`config.mk`:
```
export PLATFORM = sky130hd
export DESIGN_NAME = pipe_front_regs_flat
export DESIGN_NICKNAME = d
export VERILOG_FILES = /design/src/rtl/rvx10_pipe_pkg.sv /design/src/rtl/pipe_front_regs_if.sv /design/src/rtl/sat_counter32.sv /design/src/rtl/pipe_front_regs.sv /design/src/flat_wrapper.sv
export SDC_FILE = /design/constraint.sdc
export NUM_CORES = 1
export LEC_CHECK = 0
export ABC_AREA = 1
export BUFFER_PORTS_ARGS = -buffer_cell sky130_fd_sc_hd__buf_2
export CAP_MARGIN = 5
export CORE_AREA = 2 2 248 250
export CTS_BUF_LIST = sky130_fd_sc_hd__clkbuf_8
export DETAILED_ROUTE_END_ITERATION = 8
export DIE_AREA = 0 0 250 252
export SLEW_MARGIN = 20
export SYNTH_ARGS = -nofsm -noshare
export SYNTH_HDL_FRONTEND = slang
export SYNTH_HIERARCHICAL = 1
export SYNTH_SLANG_ARGS = --single-unit
export TNS_END_PERCENT = 10
```
`constraint.sdc`:
```
create_clock -name clk -period 2 [get_ports clk]
set_input_delay 0 -clock clk [delete_from_list [all_inputs] [get_ports clk]]
set_output_delay 0 -clock clk [all_outputs]
set_load 0.01 [all_outputs]
```
`src/rtl/rvx10_pipe_pkg.sv`:
```
// Shared types and constants for the fetch/decode/execute front-end pipeline registers.
package rvx10_pipe_pkg;

    typedef struct packed {
        logic        RegWrite;
        logic [1:0]  ResultSrc;
        logic        MemWrite;
        logic        Jump;
        logic        Branch;
        logic        ALUSrc;
        logic [4:0]  ALUControl;
        logic [31:0] RD1;
        logic [31:0] RD2;
        logic [31:0] PC;
        logic [4:0]  Rs1;
        logic [4:0]  Rs2;
        logic [4:0]  Rd;
        logic [31:0] ImmExt;
        logic [31:0] PCPlus4;
    } id_ex_t;

    typedef struct packed {
        logic [31:0] instr;
        logic [31:0] pc;
        logic [31:0] pc_plus4;
        logic        valid;
    } if_id_t;

    localparam logic [31:0] NOP_INSTR = 32'h0000_0013;
    localparam logic [31:0] RESET_PC  = 32'h0000_0000;

    // An all-zero bundle is a no-op in EX: no register, memory or control-flow side effects.
    localparam id_ex_t ID_EX_BUBBLE = '0;

    localparam if_id_t IF_ID_BUBBLE = '{
        instr:    NOP_INSTR,
        pc:       32'h0,
        pc_plus4: 32'h0,
        valid:    1'b0
    };

endpackage

```
`src/rtl/pipe_front_regs_if.sv`:
```
// Bus between the front-end pipeline registers and the surrounding pipeline.
interface pipe_front_regs_if;
    import rvx10_pipe_pkg::*;

    logic        stall_F;
    logic        stall_D;
    logic        flush_D;
    logic        flush_E;
    logic        PCSrc_E;
    logic [31:0] PCTarget_E;
    logic [31:0] Instr_F;
    logic [31:0] PC_F;
    logic [31:0] Instr_D;
    logic [31:0] PC_D;
    logic [31:0] PCPlus4_D;
    logic        valid_D;
    id_ex_t      idex_D;
    id_ex_t      idex_E;
    logic        valid_E;
    logic [31:0] stall_cnt;
    logic [31:0] flush_cnt;

    modport master (
        output stall_F, stall_D, flush_D, flush_E, PCSrc_E, PCTarget_E, Instr_F, idex_D,
        input  PC_F, Instr_D, PC_D, PCPlus4_D, valid_D, idex_E, valid_E, stall_cnt, flush_cnt
    );

    modport slave (
        input  stall_F, stall_D, flush_D, flush_E, PCSrc_E, PCTarget_E, Instr_F, idex_D,
        output PC_F, Instr_D, PC_D, PCPlus4_D, valid_D, idex_E, valid_E, stall_cnt, flush_cnt
    );

endinterface

```
`src/rtl/sat_counter32.sv`:
```
// 32-bit event counter that increments while enabled and sticks at all-ones.
module sat_counter32 (
    input  logic        clk,
    input  logic        reset,
    input  logic        en,
    output logic [31:0] count
);

    logic [31:0] cnt_q, cnt_d;

    always_comb begin
        cnt_d = cnt_q;
        if (en && (cnt_q != 32'hFFFF_FFFF)) begin
            cnt_d = cnt_q + 32'd1;
        end
    end

    always_ff @(posedge clk) begin
        if (reset) begin
            cnt_q <= 32'h0;
        end else begin
            cnt_q <= cnt_d;
        end
    end

    assign count = cnt_q;

endmodule

```
`src/rtl/pipe_front_regs.sv`:
```
// PC, IF/ID and ID/EX pipeline registers with stall/flush control and hazard event counters.
module pipe_front_regs
    import rvx10_pipe_pkg::*;
(
    input logic              clk,
    input logic              reset,
    pipe_front_regs_if.slave bus
);

    logic [31:0] pc_q, pc_d, pc_plus4;
    if_id_t      ifid_q, ifid_d;
    id_ex_t      idex_q, idex_d;
    logic        valid_e_q, valid_e_d;
    logic        stall_cnt_en;
    logic [31:0] stall_cnt, flush_cnt;

    assign pc_plus4 = pc_q + 32'd4;

    always_comb begin
        // Redirect beats stall: a taken branch must never be lost to a hazard hold.
        pc_d = pc_q;
        if (bus.PCSrc_E) begin
            pc_d = bus.PCTarget_E;
        end else if (!bus.stall_F) begin
            pc_d = pc_plus4;
        end

        ifid_d = ifid_q;
        if (bus.flush_D) begin
            ifid_d = IF_ID_BUBBLE;
        end else if (!bus.stall_D) begin
            ifid_d = '{instr: bus.Instr_F, pc: pc_q, pc_plus4: pc_plus4, valid: 1'b1};
        end

        idex_d    = bus.idex_D;
        valid_e_d = ifid_q.valid;
        if (bus.flush_E) begin
            idex_d    = ID_EX_BUBBLE;
            valid_e_d = 1'b0;
        end
    end

    always_ff @(posedge clk) begin
        if (reset) begin
            pc_q      <= RESET_PC;
            ifid_q    <= IF_ID_BUBBLE;
            idex_q    <= ID_EX_BUBBLE;
            valid_e_q <= 1'b0;
        end else begin
            pc_q      <= pc_d;
            ifid_q    <= ifid_d;
            idex_q    <= idex_d;
            valid_e_q <= valid_e_d;
        end
    end

    // A stall cycle that coincides with a redirect is attributed to the redirect only.
    assign stall_cnt_en = bus.stall_D && !bus.flush_D && !bus.PCSrc_E;

    sat_counter32 u_stall_cnt (
        .clk   (clk),
        .reset (reset),
        .en    (stall_cnt_en),
        .count (stall_cnt)
    );

    sat_counter32 u_flush_cnt (
        .clk   (clk),
        .reset (reset),
        .en    (bus.PCSrc_E),
        .count (flush_cnt)
    );

    assign bus.PC_F      = pc_q;
    assign bus.Instr_D   = ifid_q.instr;
    assign bus.PC_D      = ifid_q.pc;
    assign bus.PCPlus4_D = ifid_q.pc_plus4;
    assign bus.valid_D   = ifid_q.valid;
    assign bus.idex_E    = idex_q;
    assign bus.valid_E   = valid_e_q;
    assign bus.stall_cnt = stall_cnt;
    assign bus.flush_cnt = flush_cnt;

endmodule

```
`src/flat_wrapper.sv`:
```
// flat-port wrapper written by rule: the top's interface ports become plain ports
module pipe_front_regs_flat import rvx10_pipe_pkg::*;
  (clk, reset, bus_stall_F, bus_stall_D, bus_flush_D, bus_flush_E, bus_PCSrc_E, bus_PCTarget_E, bus_Instr_F, bus_idex_D, bus_PC_F, bus_Instr_D, bus_PC_D, bus_PCPlus4_D, bus_valid_D, bus_idex_E, bus_valid_E, bus_stall_cnt, bus_flush_cnt);
  pipe_front_regs_if bus_i ();
  input logic clk;
  input logic reset;
  input wire logic [$bits(bus_i.stall_F)-1:0] bus_stall_F;
  input wire logic [$bits(bus_i.stall_D)-1:0] bus_stall_D;
  input wire logic [$bits(bus_i.flush_D)-1:0] bus_flush_D;
  input wire logic [$bits(bus_i.flush_E)-1:0] bus_flush_E;
  input wire logic [$bits(bus_i.PCSrc_E)-1:0] bus_PCSrc_E;
  input wire logic [$bits(bus_i.PCTarget_E)-1:0] bus_PCTarget_E;
  input wire logic [$bits(bus_i.Instr_F)-1:0] bus_Instr_F;
  input wire logic [$bits(bus_i.idex_D)-1:0] bus_idex_D;
  output wire logic [$bits(bus_i.PC_F)-1:0] bus_PC_F;
  output wire logic [$bits(bus_i.Instr_D)-1:0] bus_Instr_D;
  output wire logic [$bits(bus_i.PC_D)-1:0] bus_PC_D;
  output wire logic [$bits(bus_i.PCPlus4_D)-1:0] bus_PCPlus4_D;
  output wire logic [$bits(bus_i.valid_D)-1:0] bus_valid_D;
  output wire logic [$bits(bus_i.idex_E)-1:0] bus_idex_E;
  output wire logic [$bits(bus_i.valid_E)-1:0] bus_valid_E;
  output wire logic [$bits(bus_i.stall_cnt)-1:0] bus_stall_cnt;
  output wire logic [$bits(bus_i.flush_cnt)-1:0] bus_flush_cnt;
  assign bus_i.stall_F = bus_stall_F;
  assign bus_i.stall_D = bus_stall_D;
  assign bus_i.flush_D = bus_flush_D;
  assign bus_i.flush_E = bus_flush_E;
  assign bus_i.PCSrc_E = bus_PCSrc_E;
  assign bus_i.PCTarget_E = bus_PCTarget_E;
  assign bus_i.Instr_F = bus_Instr_F;
  assign bus_i.idex_D = bus_idex_D;
  assign bus_PC_F = bus_i.PC_F;
  assign bus_Instr_D = bus_i.Instr_D;
  assign bus_PC_D = bus_i.PC_D;
  assign bus_PCPlus4_D = bus_i.PCPlus4_D;
  assign bus_valid_D = bus_i.valid_D;
  assign bus_idex_E = bus_i.idex_E;
  assign bus_valid_E = bus_i.valid_E;
  assign bus_stall_cnt = bus_i.stall_cnt;
  assign bus_flush_cnt = bus_i.flush_cnt;
  pipe_front_regs u_core (.clk(clk), .reset(reset), .bus(bus_i));
endmodule
```
==> impl_metrics.csv <==
group,metric,value,unit
routing,post_drt_wl_per_cell,16.6,µm
place,dpl.hpwl,44700,µm
worst_setup_path,cp_max_fo,23,
finish,fin_util,39.6,%
min_path,hold_class,"primary input to flop",
synth,synth_nets,2293,
pwr,switching_share,26.7,%
finish,final_nets,3305,
place,io_buffers,638,
routing,vias_per_cell,4.32,
synth,synth_area_leaders,"dfxtp_1 (51%), nor2_1 (11%), nand2_1 (10%)",
global_routing,antenna_found_initial,11,
cts,path_clk_slew,60,ps
floorplan,core,60100,µm²
run_status,status,"finished clean",
routing,drc_errors,0,
cts,root_buffer,"clkbuf_8",
global_routing,grt_pass1_wl,95000,µm
pwr,ir_drop,0.594,mV
pwr,p_int,13000,µW
sta,slew-limit-headroom,43.7,%
routing,drt_wl_total,64400,µm
cts,clockBufferDepth,3,
worst_setup_path,worst_ep_required_time,2510,ps
finish,layout_commonest_cell,"buf_2",
finish,final_cell_mix,"buf_2 (637), nor2_1 (412), nand2_1 (396)",
worst_setup_path,path_class,"primary input to flop",
worst_setup_path,critical_path.most_common_cell,"nand2_1",
worst_setup_path,start_kind,"primary input",
global_routing,grt.total_usage,19.4,%
cts,cts_buffers,69,
worst_setup_path,crit_slowest_cell,"dlygate4sd3_1",
floorplan,start_util,24.8,%
synth,avgSynthCellArea,7.33,µm²
synth,synth_cell_types,35,
synth,yosysWarnings,6,
floorplan,num_io_pins,639,
global_routing,grt_max_degree,121,
sta,finClkSkew,39.2,ps
sta,rsz0062_at_grt,"true",
finish,fin_cells,3884,
place,dp.cells,3451,
sta,worstMarginPinSlew,844,ps
sta,hold_violations,0,
worst_setup_path,crit_path_cell_trace,"dlygate4sd3_1 > buf_2 > buf_4 > inv_2 > nand2_1 > buf_4 > inv_1 > nand2_1 > o211ai_1 > dlygate4sd3_1 > nand2_1 > inv_1",
routing,vias,16800,
pwr,p_leak,0.0125,µW
finish,final_area,23800,µm²
floorplan,fp.dieW,250,µm
finish,drive_gt1_share,30.0,%
finish,syn2layout_area_growth,59.8,%
place,dpl_cell_area,19300,µm²
synth,synth.top_cell.area_share,50.9,%
worst_setup_path,cp_slowest_stage_delay,560,ps
synth,synth_edf_count,0,
synth,synth_area_leader_cell,"dfxtp_1",
floorplan,dieArea,63000,µm²
sta,period_share,97.4,%
pwr,power_frac_clock,43.7,%
sta,fmax,513,MHz
cts,htree_num_levels,3,
worst_setup_path,arrival,2460,ps
synth,synth_async_sr_flop_share,0,%
cts,clkSinkCount,379,
global_routing,first_global_vias,16800,
floorplan,fp-row-count,90,
sta,finalSetupViolCount,0,
pwr,power.switching,4740,µW
sta,post-route-min-period,1950,ps
synth,synth-seq-area-share,50.9,%
synth,netlist_area,14900,µm²
worst_setup_path,end_kind,"flop",
place,gp_congestion,0.925,
routing,first_pass_iters,6,
finish,fillers,6042,
worst_setup_path,cp_top_family,"buffers and inverters",
job,cap_violations,0,
pwr,p_seq_share,44.8,%
worst_setup_path,path_buf_inv,8,
synth,synth_seq_cells,379,
pwr,comb_power_share,11.6,%
cts,clk-insertion-delay-late,640,ps
routing,initialDrtViolationCount,1142,
global_routing,grt_overflow,0,
routing,ant_nets,0,
sta,hold_slack,110,ps
sta,maxSlewViolCount,0,
cts,cts_tree,"done",
floorplan,die_h,252,µm
synth,synth_cells,2032,
pwr,power.density,746,nW/µm²
synth,synth_ff_type,"dfxtp_1",
==> layer usage <==
metal | global-route usage, % | wire length, µm | vias up
li1 | - | - | 8214
met4 | 7.89 | 2090 | 10
met1 | 23.7 | 27100 | 7648
met3 | 6.95 | 5860 | 172
met5 | 0 | 67 | -
met2 | 31.1 | 29300 | 740
==> path summary, 6_finish.rpt <==
kind	start	end	slack, ps	depth (start not counted)
max	bus_PCSrc_E	u_core/bus.PC_F[2]$_SDFFE_PP0N_	50	12
min	bus_idex_D[79]	u_core/bus.idex_E[79]$_SDFF_PP0_	110	4
max reg2reg	u_core/bus.PC_F[13]$_SDFFE_PP0N_	u_core/bus.PC_F[23]$_SDFFE_PP0N_	100	10
min reg2reg	u_core/bus.Instr_D[13]$_SDFFE_PP0N_	u_core/bus.Instr_D[13]$_SDFFE_PP0N_	460	2
==> per-stage QoR <==
| step | power, µW | TNS (ps) | setup slack, ps |
|---|---|---|---|
| finish | 17700 | 0 | 51.3 |
| global route | 18500 | -18.3 | -18.3 |
| CTS | 17900 | 0 | 11.7 |
| detailed placement | 9610 | 0 | 196 |
| global placement | 9610 | 0 | 236 |
| floorplan | 8760 | 0 | 93.6 |
==> layout make-up <==
type	instances	area, µm²	area share, %
Sequential cell	379	7600	31.9
Timing Repair Buffer	1024	6860	28.8
Multi-Input combinational cell	1231	5630	23.7
Inverter	339	1270	5.36
Clock buffer	87	1200	5.03
Tap cell	782	978	4.11
Clock inverter	36	240	1.01
Antenna cell	6	15.0	0.0631
==> repair_timing <==
action                                  in CTS  in global routing
endpoints found under the setup margin       0                  9
hold buffers                               300                  0
buffers inserted                             0                  4
hold endpoints to repair                   330                  0
gates resized for setup                      0                 16
==> state kept, by name, indices dropped and copies added, names as in the netlist, 30 cells and up <==
signal,count
u_core/bus.PC_F,32
u_core/u_flush_cnt/count,32
u_core/bus.PC_D,32
u_core/bus.idex_E,187
u_core/bus.Instr_D,32
u_core/u_stall_cnt/count,32
u_core/bus.PCPlus4_D,30
==> cells by family (layout without fill, tap and decap cells) <==
kind of cell	after synthesis	count (layout)	share of synthesized area (%)
adder cells (fa/ha/maj)	3	3	0.252
XOR/XNOR	15	15	0.882
AND/OR/NAND/NOR	992	992	28.8
buffers and inverters	422	1486	11.4
other	0	6	0
AO/OA/AOI/OAI	221	221	7.68
flip-flops	379	379	50.9
==> tightest hold or removal path, delay by kind of cell <==
| kind | cells | cell delay (ps) |
|---|---|---|
| AND/OR/NAND/NOR | 1 | 80 |
| buffers and inverters | 3 | 640 |
==> Yosys cell counts, types with 4 or more instances <==
library cell and number:
nor2_1 419, nand2_1 398, dfxtp_1 379, inv_1 329
a21oi_1 120, o21ai_0 79, nand3_1 66, clkbuf_1 40
buf_2 24, nand4_1 24, a31oi_1 17, nand2_2 14
nand3_2 14, nor2_2 14, nor2_4 14, xor2_1 14
buf_6 10, inv_2 8, nand2_4 7, nor3_1 7
buf_1 5, and2_1 4, buf_4 4, nand4_2 4
==> power by group through the flow <==
stage	clock network, µW	registers [µW]	logic, µW
6_report	7750	7950	2050
5_1_grt	8290	7970	2200
4_1_cts	7960	7940	2000
3_5_place_dp	0	8100	1520
3_3_place_gp	0	8090	1510
2_1_floorplan	0	8220	539
(Power assumes the default switching activity.)
